--- config.mk ---
export PLATFORM = sky130hd
export DESIGN_NAME = adc_scheduler_flat
export DESIGN_NICKNAME = d
export VERILOG_FILES = /design/src/rtl/adc_scheduler_pkg.sv /design/src/rtl/adc_scheduler_if.sv /design/src/rtl/adc_scheduler_rr_pick.sv /design/src/rtl/adc_scheduler.sv /design/src/flat_wrapper.sv
export SDC_FILE = /design/constraint.sdc
export NUM_CORES = 1
export LEC_CHECK = 0
export ABC_CLOCK_PERIOD_IN_PS = 3350
export BUFFER_PORTS_ARGS = -buffer_cell sky130_fd_sc_hd__buf_2
export CORE_UTILIZATION = 35
export CTS_CLUSTER_SIZE = 12
export DETAILED_ROUTE_END_ITERATION = 10
export PLACE_DENSITY_LB_ADDON = 0.1
export SLEW_MARGIN = 15
export SYNTH_ARGS = -nofsm -noshare
export SYNTH_HDL_FRONTEND = slang
export SYNTH_SLANG_ARGS = --single-unit
--- constraint.sdc ---
create_clock -name clk -period 3.35 [get_ports clk]
set_input_delay 0.5025 -clock clk [delete_from_list [all_inputs] [get_ports clk]]
set_output_delay 0.5025 -clock clk [all_outputs]
set_load 0.01 [all_outputs]
--- src/rtl/adc_scheduler_pkg.sv ---
// rtl/adc_scheduler_pkg.sv - shared constants, tag and request-state types for adc_scheduler
package adc_pkg;

  localparam int CONV_PERIOD = 18;
  localparam int NUM_CH      = 8;
  localparam int RES_W       = 12;

  // One conversion in flight: which channel it was and whether a request asked for it
  typedef struct packed {
    logic       valid;
    logic [2:0] chan;
    logic       is_req;
  } tag_t;

  typedef enum logic [1:0] {
    REQ_IDLE   = 2'd0,
    REQ_PEND   = 2'd1,
    REQ_FLIGHT = 2'd2
  } req_state_t;

endpackage

--- src/rtl/adc_scheduler_if.sv ---
// rtl/adc_scheduler_if.sv - priority request / response port of adc_scheduler
interface adc_scheduler_if;
  import adc_pkg::*;

  logic             req_valid;
  logic [2:0]       req_chan;
  logic             req_ready;
  logic             resp_valid;
  logic [RES_W-1:0] resp_data;

  modport master (
    output req_valid, req_chan,
    input  req_ready, resp_valid, resp_data
  );

  modport slave (
    input  req_valid, req_chan,
    output req_ready, resp_valid, resp_data
  );

endinterface

--- src/rtl/adc_scheduler_rr_pick.sv ---
// rtl/adc_scheduler_rr_pick.sv - next enabled channel strictly above a pointer, wrapping
module adc_rr_pick
  import adc_pkg::*;
(
  input  logic [NUM_CH-1:0] mask,
  input  logic [2:0]        ptr,
  output logic [2:0]        chan,
  output logic              found
);

  logic [2:0] cand;

  // Walk offsets from farthest to nearest so the nearest enabled channel wins;
  // offset NUM_CH wraps back to the pointer itself as the last resort
  always_comb begin
    chan  = ptr;
    found = 1'b0;
    cand  = ptr;
    for (int i = NUM_CH; i >= 1; i--) begin
      cand = ptr + 3'(i);
      if (mask[cand]) begin
        chan  = cand;
        found = 1'b1;
      end
    end
  end

endmodule

--- src/rtl/adc_scheduler.sv ---
// rtl/adc_scheduler.sv - LTC2308 channel sequencer with priority requests and result bank; ADCSCHED_AVG_EN enables IIR bank filtering
module adc_scheduler
  import adc_pkg::*;
(
  input  logic                    clk,
  input  logic                    reset_n,
  input  logic [NUM_CH-1:0]       ch_en,
  input  logic [RES_W-1:0]        adc_result,
  output logic [2:0]              adc_chan,
  adc_scheduler_if.slave          req_if,
  output logic [NUM_CH*RES_W-1:0] ch_data,
  output logic [NUM_CH-1:0]       ch_valid,
  output logic                    sample_stb
);

  logic [4:0]       phase;
  logic             dec;
  logic             req_take;
  logic [2:0]       scan_ptr;
  logic [2:0]       req_chan_q;
  logic [2:0]       pick_chan;
  logic             pick_found;
  logic [2:0]       next_chan;
  tag_t             next_tag;
  tag_t             tag_issue;
  tag_t             tag_data;
  req_state_t       req_state;
  logic [RES_W-1:0] bank_next;

  assign dec      = (phase == 5'(CONV_PERIOD - 1));
  assign req_take = req_if.req_valid && req_if.req_ready;

  adc_rr_pick u_pick (
    .mask  (ch_en),
    .ptr   (scan_ptr),
    .chan  (pick_chan),
    .found (pick_found)
  );

  // Frame counter in lockstep with the ADC interface loop (same reset, same period)
  always_ff @(posedge clk or negedge reset_n) begin
    if (!reset_n)  phase <= '0;
    else if (dec)  phase <= '0;
    else           phase <= phase + 5'd1;
  end

  // Channel for the next frame: pending or just-accepted request, else round-robin, else hold
  always_comb begin
    next_tag  = '0;
    next_chan = adc_chan;
    if (req_state == REQ_PEND) begin
      next_tag  = {1'b1, req_chan_q, 1'b1};
      next_chan = req_chan_q;
    end else if (req_take) begin
      next_tag  = {1'b1, req_if.req_chan, 1'b1};
      next_chan = req_if.req_chan;
    end else if (pick_found) begin
      next_tag  = {1'b1, pick_chan, 1'b0};
      next_chan = pick_chan;
    end
  end

  // Decision edge: drive the new channel and shift the two-deep tag pipeline
  always_ff @(posedge clk or negedge reset_n) begin
    if (!reset_n) begin
      adc_chan  <= '0;
      scan_ptr  <= 3'd7;
      tag_issue <= '0;
      tag_data  <= '0;
    end else if (dec) begin
      adc_chan  <= next_chan;
      tag_issue <= next_tag;
      tag_data  <= tag_issue;
      if (next_tag.valid && !next_tag.is_req) scan_ptr <= next_chan;
    end
  end

  // Request handshake: one request outstanding, ready returns the cycle after the response
  always_ff @(posedge clk or negedge reset_n) begin
    if (!reset_n) begin
      req_state        <= REQ_IDLE;
      req_chan_q       <= '0;
      req_if.req_ready <= 1'b1;
    end else begin
      if (req_take)               req_if.req_ready <= 1'b0;
      else if (req_if.resp_valid) req_if.req_ready <= 1'b1;
      case (req_state)
        REQ_IDLE: begin
          if (req_take) begin
            req_chan_q <= req_if.req_chan;
            req_state  <= dec ? REQ_FLIGHT : REQ_PEND;
          end
        end
        REQ_PEND:   if (dec) req_state <= REQ_FLIGHT;
        REQ_FLIGHT: if (dec && tag_data.valid && tag_data.is_req) req_state <= REQ_IDLE;
        default:    req_state <= REQ_IDLE;
      endcase
    end
  end

`ifdef ADCSCHED_AVG_EN
  logic [RES_W-1:0]        bank_old;
  logic signed [RES_W:0]   avg_diff;
  logic signed [RES_W:0]   avg_step;
  logic [RES_W:0]          avg_sum;

  // Quarter-step IIR toward the new sample; a channel's first write loads it directly
  always_comb begin
    bank_old = '0;
    for (int n = 0; n < NUM_CH; n++)
      if (tag_data.chan == 3'(n)) bank_old = ch_data[n*RES_W +: RES_W];
    avg_diff  = $signed({1'b0, adc_result}) - $signed({1'b0, bank_old});
    avg_step  = avg_diff >>> 2;
    avg_sum   = {1'b0, bank_old} + avg_step;
    bank_next = ch_valid[tag_data.chan] ? avg_sum[RES_W-1:0] : adc_result;
  end
`else
  assign bank_next = adc_result;
`endif

  // Capture the result belonging to tag_data into the bank and answer requests
  always_ff @(posedge clk or negedge reset_n) begin
    if (!reset_n) begin
      ch_data           <= '0;
      ch_valid          <= '0;
      sample_stb        <= 1'b0;
      req_if.resp_valid <= 1'b0;
      req_if.resp_data  <= '0;
    end else begin
      sample_stb        <= 1'b0;
      req_if.resp_valid <= 1'b0;
      if (dec && tag_data.valid) begin
        for (int n = 0; n < NUM_CH; n++)
          if (tag_data.chan == 3'(n)) ch_data[n*RES_W +: RES_W] <= bank_next;
        ch_valid[tag_data.chan] <= 1'b1;
        sample_stb              <= 1'b1;
        if (tag_data.is_req) begin
          req_if.resp_valid <= 1'b1;
          req_if.resp_data  <= adc_result;
        end
      end
    end
  end

endmodule

--- src/flat_wrapper.sv ---
// flat-port wrapper written by rule: the top's interface ports become plain ports
module adc_scheduler_flat import adc_pkg::*;
  (clk, reset_n, ch_en, adc_result, adc_chan, ch_data, ch_valid, sample_stb, req_if_req_valid, req_if_req_chan, req_if_req_ready, req_if_resp_valid, req_if_resp_data);
  adc_scheduler_if req_if_i ();
  input  logic clk;
  input  logic reset_n;
  input  logic [NUM_CH-1:0] ch_en;
  input  logic [RES_W-1:0] adc_result;
  output logic [2:0] adc_chan;
  output logic [NUM_CH*RES_W-1:0] ch_data;
  output logic [NUM_CH-1:0] ch_valid;
  output logic sample_stb;
  input wire logic [$bits(req_if_i.req_valid)-1:0] req_if_req_valid;
  input wire logic [$bits(req_if_i.req_chan)-1:0] req_if_req_chan;
  output wire logic [$bits(req_if_i.req_ready)-1:0] req_if_req_ready;
  output wire logic [$bits(req_if_i.resp_valid)-1:0] req_if_resp_valid;
  output wire logic [$bits(req_if_i.resp_data)-1:0] req_if_resp_data;
  assign req_if_i.req_valid = req_if_req_valid;
  assign req_if_i.req_chan = req_if_req_chan;
  assign req_if_req_ready = req_if_i.req_ready;
  assign req_if_resp_valid = req_if_i.resp_valid;
  assign req_if_resp_data = req_if_i.resp_data;
  adc_scheduler u_core (.clk(clk), .reset_n(reset_n), .ch_en(ch_en), .adc_result(adc_result), .adc_chan(adc_chan), .req_if(req_if_i), .ch_data(ch_data), .ch_valid(ch_valid), .sample_stb(sample_stb));
endmodule
# Word level (Yosys, flattened, before mapping)
# Index checks and enable logic that the tools add are counted.
[totals]
in_bits = 26
elab_cells = 127
register_bits = 145
output_inout_bits = 122
[classes]
n_reduce_logical = 21
bitwise = 1
eq_ne = 13
n_addsub = 8
muxes = 50
magnitude_cmp = 10
[op_table]
columns = ["operator", "n"]
rows = [
  ["$lt 3x4->1 const B", 9],
  ["$mux 3", 10],
  ["$bmux 1 s3", 8],
  ["$mux 1", 22],
  ["$reduce_and 2->1", 11],
  ["$mux 5", 4],
  ["$add 3x3->3 const B", 4],
  ["$eq 3x3->1 const B", 4],
  ["$mux 2", 4],
  ["$or 8x8->8", 1],
  ["$add 3x2->3 const B", 2],
  ["$eq 3x2->1 const B", 2],
  ["$ne 2x1->1 const B", 3],
  ["$pmux 2 s3", 1],
  ["$add 5x1->5 const B", 1],
  ["$eq 5x5->1 const B", 1],
  ["$logic_and 1x1->1", 5],
  ["$add 3x1->3 const B", 1],
  ["$demux 1 s3", 1],
  ["$eq 3x1->1 const B", 1],
  ["$ge 3x1->1 const B", 1],
  ["$logic_not 3->1", 1],
  ["$reduce_and 3->1", 1],
  ["$eq 2x1->1 const B", 1],
  ["4 further kinds", 4],
]

# Depth between registers and ports, before layout
[logic_depth]
ltp_word = 16
ltp_mapped = 12

# Hierarchy
# Synthesis repeated with hierarchy kept, for this count alone.
[hier_totals]
hier_cells = 441
area_unflattened_um2 = 6306.0
[modules_own_cells]
columns = ["module", "seq_area_each_um2", "instances", "area_each_um2", "cells_per_inst"]
rows = [
  ["adc_scheduler", 3633.5, 1, 5606.6, 363],
  ["adc_rr_pick", 0.0, 1, 699.4, 78],
]

# Worst setup path after synthesis
# No wires, ideal clock.
[synth_path]
kind = "flip-flop to flip-flop"
startpoint = "register u_core.scan_ptr[0]"
endpoint = "register u_core.adc_chan[1]"
setup_ns = 0.128
path_slack_ns = 0.375
path_stages_with_launch = 13
arrival_ns = 2.847
n_path_buf = 3
path_cell_list = "dfstp_2 > buf_6 > buf_2 > inv_1 > ha_1 > buf_2 > mux4_2 > mux2_2 > mux2i_1 > nor4_1 > o41ai_2 > o2111ai_1 > nand2_1"
[synth_between]
elab_chain_len = 13
elab_cells_between_ends = 41
cone_classes = "7 x add/sub; 34 x mux"
[synth_lines]
columns = ["item", "line", "source"]
rows = [
  ["from (decl)", "adc_scheduler.sv:19", "logic [2:0] scan_ptr;"],
  ["from (signal assigned)", "adc_scheduler.sv:74", "if (next_tag.valid && !next_tag.is_req) scan_ptr <= next_chan;"],
  ["$add 3x3->3 or $bmux 1 s3 (tied branches)", "adc_scheduler_rr_pick.sv:20, adc_scheduler_rr_pick.sv:21", ""],
  ["$bmux 1 s3 or $mux 1 (tied branches)", "adc_scheduler_rr_pick.sv:21", "if (mask[cand]) begin"],
  ["$mux 1 (not written as such)", "adc_scheduler_rr_pick.sv:21", ""],
  ["$mux 3 or $mux 1 (tied branches) (7 in series)", "adc_scheduler_rr_pick.sv:21", ""],
  ["$mux 3 (*)", "adc_scheduler.sv:57", "end else if (pick_found) begin"],
  ["$mux 3 (*)", "adc_scheduler.sv:54", "end else if (req_take) begin"],
  ["$mux 3 (*)", "adc_scheduler.sv:51", "if (req_state == REQ_PEND) begin"],
  ["to (signal assigned)", "adc_scheduler.sv:71", "adc_chan <= next_chan;"],
  ["to (decl)", "adc_scheduler.sv:9", "output logic [2:0] adc_chan,"],
]
# Every way passes the cells marked *; elsewhere a longest branch is shown, timed or not. The select of a mux whose other input is x is not followed.
# A chain may end at the register's enable or synchronous reset.

# Worst setup path in the final report
[layout_path]
startpoint = "register u_core.scan_ptr[1]"
endpoint = "register u_core.tag_issue[2] (netlist bit)"
[layout_between]
elab_chain_len = 13
elab_cells_between_ends = 41
cone_classes = "7 x add/sub; 34 x mux"
[layout_lines]
columns = ["item", "line", "source"]
rows = [
  ["$add 3x3->3 or $bmux 1 s3 (tied branches)", "adc_scheduler_rr_pick.sv:20, adc_scheduler_rr_pick.sv:21", ""],
  ["$bmux 1 s3 or $mux 1 (tied branches)", "adc_scheduler_rr_pick.sv:21", ""],
  ["$mux 1 (not written as such)", "adc_scheduler_rr_pick.sv:21", ""],
  ["$mux 3 or $mux 1 (tied branches) (7 in series)", "adc_scheduler_rr_pick.sv:21", ""],
  ["$mux 5 (*)", "adc_scheduler.sv:57", ""],
  ["$mux 5 (*)", "adc_scheduler.sv:54", ""],
  ["$mux 5 (*)", "adc_scheduler.sv:51", ""],
  ["to (signal assigned)", "adc_scheduler.sv:72", "tag_issue <= next_tag;"],
  ["to (decl)", "adc_scheduler.sv:25", "tag_t tag_issue;"],
]
# Marked as above.

==> summary.md <==
| Metric | Value |
|---|---|
| Worst setup EP type | flip-flop |
| Final Cycle Share | between 80 and 90% |
| Routability cong. | between 0.7 and 0.8 |
| Worst-case clock buffer depth | 2 |
| Core ar. | 17400 µm² |
| Synth cell types | about 60 |
| Vias in the first global route | roughly 4400 |
| EDFF count, synth | 0 |
| CP max stage cell | dfstp_2 |
| Row count | 48 |
| Htree depth | 4 |
| TritonCTS Sinks | around 150 |
| Top_reg_cell synth | dfrtp_1 |
| CTS tree | done |
| Via count | 4289 |
| Largest net degree at the start of global routing | ~100 |
| Mapped Area | about 6300 µm² |
| # hold bufs at CTS | 0 |
| Worst-margin pin slew | about 0.95 ns |
| Register area share after synthesis | about 58% |
| Syn Inst Count | 468 |
| Setup TNS | 0 ns |
| Worst-path clk slew | around 0.06 ns |
| Cts bufs inserted | 17 |
| Crit path time final | roughly 2.9 ns |
| Post-CTS setup buffers | 0 |
| Layout overhead on the synthesized area | 25.1% |
| Iteration count of the initial detailed-routing pass | 4 |
| Die W | 136 µm |
| DRC viols | 0 |
| Initial antenna violation count | 0 |
| Status | complete, no violations |
| Max Clock Skew | just under 0.008 ns |
| Final hold viol count | 0 |
| R2R Setup Slk | roughly 0.46 ns |
| DP HPWL | between 10000 and 15000 µm |
| CTS resizes | 0 |
| Commonest cells after routing, fill and taps aside | buf_2 (146), dfrtp_1 (141), mux2_2 (117), nand2_1 (48), clkbuf_16 (17) |
| Worst slew margin | between 30% and 40% |
| Crit-path max FO | 11 |
| Worst Path Required | ~3.6 ns |
| Post-Route WL | 15300 µm |
| Remaining antenna violation count | 0 |
| Port buffer count | between 100 and 150 |
| Seq pwr share | 40.3% |
| Fin Hold WS | 0.211 ns |
| Most common cell after layout, fill and taps aside | buf_2 |
| Crit start category | flip-flop |
| DP Area | approximately 7300 µm² |
| GRT Total Usage | 17.8% |
| Switching share of power | 29.2% |
| Final Max Slew Viols | 0 |
| Internal | roughly 3.4 mW |
| RSZ-0062 raised after global routing | no |
| Final instance area | between 7000 and 8000 µm² |
| Final setup violation count | 0 |
| Initial core utilization | between 30 and 40% |
| Asr flop ratio synth | 100% |
| Final core utilization | 45.1% |
| GR Overflow Total | 0 |
| Share of cells above drive strength 1 | ~51% |
| PwrDens | approximately 600 nW/µm² |
| Critical path type | reg -> reg |
| Fillers | ~1700 |
| Num ports | about 150 |
| Global-route wire length before repair | between 20000 and 25000 µm |
| CP bufs+invs | 1 |
| Antenna cell count | 0 |
| Root buf cell | clkbuf_16 |
| Drt initial violations | approximately 180 |
| Die Y | between 100 and 150 µm |
| Worst VDD drop | between 0.3 and 0.4 mV |
| FF/Latch Area | around 3600 µm² |
| HP Class | in -> async |
| Slowest Stage Delay on Critical Path | ~0.53 ns |
| Sw power | 1.40 mW |
| Yosys Warn Count | 0 |
| Area of the multi-input gates | 2520 µm² |
| Seq cells post-synth | around 150 |
| Maximum capacitance violations | 0 |
| Vias per cell | 4.99 |
| Comb power frac | a little over a fifth |
| Die area | 18500 µm² |
| Share of power burned in the clock network | roughly two fifths |
| Crit-path leading delay family | multiplexers |
| Static Leak | roughly 3.7 nW |
| Final Net Count | around 650 |
| Worst Path Arrival | between 3 and 4 ns |
| Clock Latency Late Sink | 0.41 ns |
| Routed len/inst | ~18 µm |
| Synthesized Nets | around 500 |
| Worst-path cell chain | clkinv_1 > ha_1 > mux4_2 > mux2_2 > mux2i_1 > nor4_1 > o41ai_2 > o2111ai_1 > nand2_1 |
| Syn avg cell area | 13.4 µm² |
| Fmax | approximately 350 MHz |
[per-layer routing]
| layer | global-route usage [%] | up-vias | part of all wire [%] |
|---|---|---|---|
| met5 | 0 | - | 0 |
| met4 | 5.99 | 0 | 1.3 |
| met3 | 6.56 | 20 | 7.3 |
| met2 | 28.4 | 102 | 49 |
| met1 | 22.0 | 2185 | 43 |
| li1 | - | 1982 | - |
[sequential cells by signal, indices dropped and copies added, names as in the netlist, 2 cells and up]
signal	flops
u_core.req_if.resp_data	12
u_core.ch_valid	8
u_core.ch_data	96
u_core.phase	5
u_core.tag_data	5
u_core.adc_chan	3
u_core.req_state	2
u_core.scan_ptr	3
u_core.tag_issue	5
u_core.req_chan_q	3
[power by group through the flow]
stage / registers [mW] / logic [mW] / clock network [mW]
finish: 1.93 / 1.04 / 1.82
global route: 1.95 / 1.15 / 1.97
CTS: 1.93 / 1.05 / 1.88
detailed placement: 1.96 / 1.05 / 0
global placement: 1.96 / 1.03 / 0
floorplan: 1.97 / 0.716 / 0
[worst paths after layout]
path	start	to	cells past startpoint
setup / recovery	u_core.scan_ptr[1]$_DFFE_PN1P_	u_core.tag_issue[2]$_DFFE_PN0N_	9
hold / removal	reset_n	u_core.tag_issue[3]$_DFFE_PN0N_	1
setup reg to reg	u_core.scan_ptr[1]$_DFFE_PN1P_	u_core.tag_issue[2]$_DFFE_PN0N_	9
hold reg to reg	u_core.ch_valid[4]$_DFFE_PN0P_	u_core.ch_valid[4]$_DFFE_PN0P_	1
max in group asynchronous	reset_n	u_core.ch_data[4]$_DFFE_PN0P_	2
min in group clk	req_if_req_valid	u_core.req_if.req_ready$_DFFE_PN1P_	2
[cells in the mapped netlist (3+ instances only)]
cell,n,area (µm²)
dfrtp_1,141,3530
mux2_2,117,1320
nand2_1,48,180
nor2_1,16,60.1
nand2b_1,14,87.6
buf_1,9,33.8
inv_1,8,30.0
mux2i_1,7,70.1
mux4_2,6,135
nor3_1,6,30.0
a21oi_1,5,25.0
clkbuf_1,5,18.8
nand3_1,5,25.0
nor2b_1,5,31.3
xnor2_1,5,43.8
and2_1,4,25.0
buf_2,4,20.0
dfstp_2,4,105
ha_1,4,50.1
a2bb2oi_1,3,26.3
a31oi_1,3,18.8
[logic make-up (layout without fill, tap and decap cells)]
group                    count (synthesis)  count (layout)  share of synthesized area, %
adder cells (fa/ha/maj)                  4               4                         0.797
AO/OA/AOI/OAI                           40              40                          5.18
AND/OR/NAND/NOR                        115             115                          9.28
multiplexers                           130             130                          24.2
flip-flops                             145             145                          57.8
buffers and inverters                   29             195                          1.99
XOR/XNOR                                 5               5                         0.697
[metrics by stage]
step / setup WS [ns] / std cells / total power [mW]
after floorplan: 0.375 / 468 / 2.69
after global placement: 0.547 / 827 / 2.99
after detailed placement: 0.472 / 827 / 3.01
after CTS: 0.461 / 859 / 4.86
after global routing: 0.282 / 859 / 5.06
final: 0.459 / 859 / 4.79
[worst register-to-register path: stages (launching register included)]
cell and delay [ns]:
dfstp_2 0.53, clkinv_1 0.07, ha_1 0.50, mux4_2 0.46, mux2_2 0.35, mux2i_1 0.13, nor4_1 0.35, o41ai_2 0.14
o2111ai_1 0.16, nand2_1 0.08
[cell type report]
class,instances,share of cell area [%]
clock buffer,19,5.76
clock inverter,13,1.61
inverter,9,0.430
multi-input combinational,294,32.1
sequential,145,46.2
tap,225,3.58
timing repair buffer,154,10.3
Power figures use the tool's default switching activity.
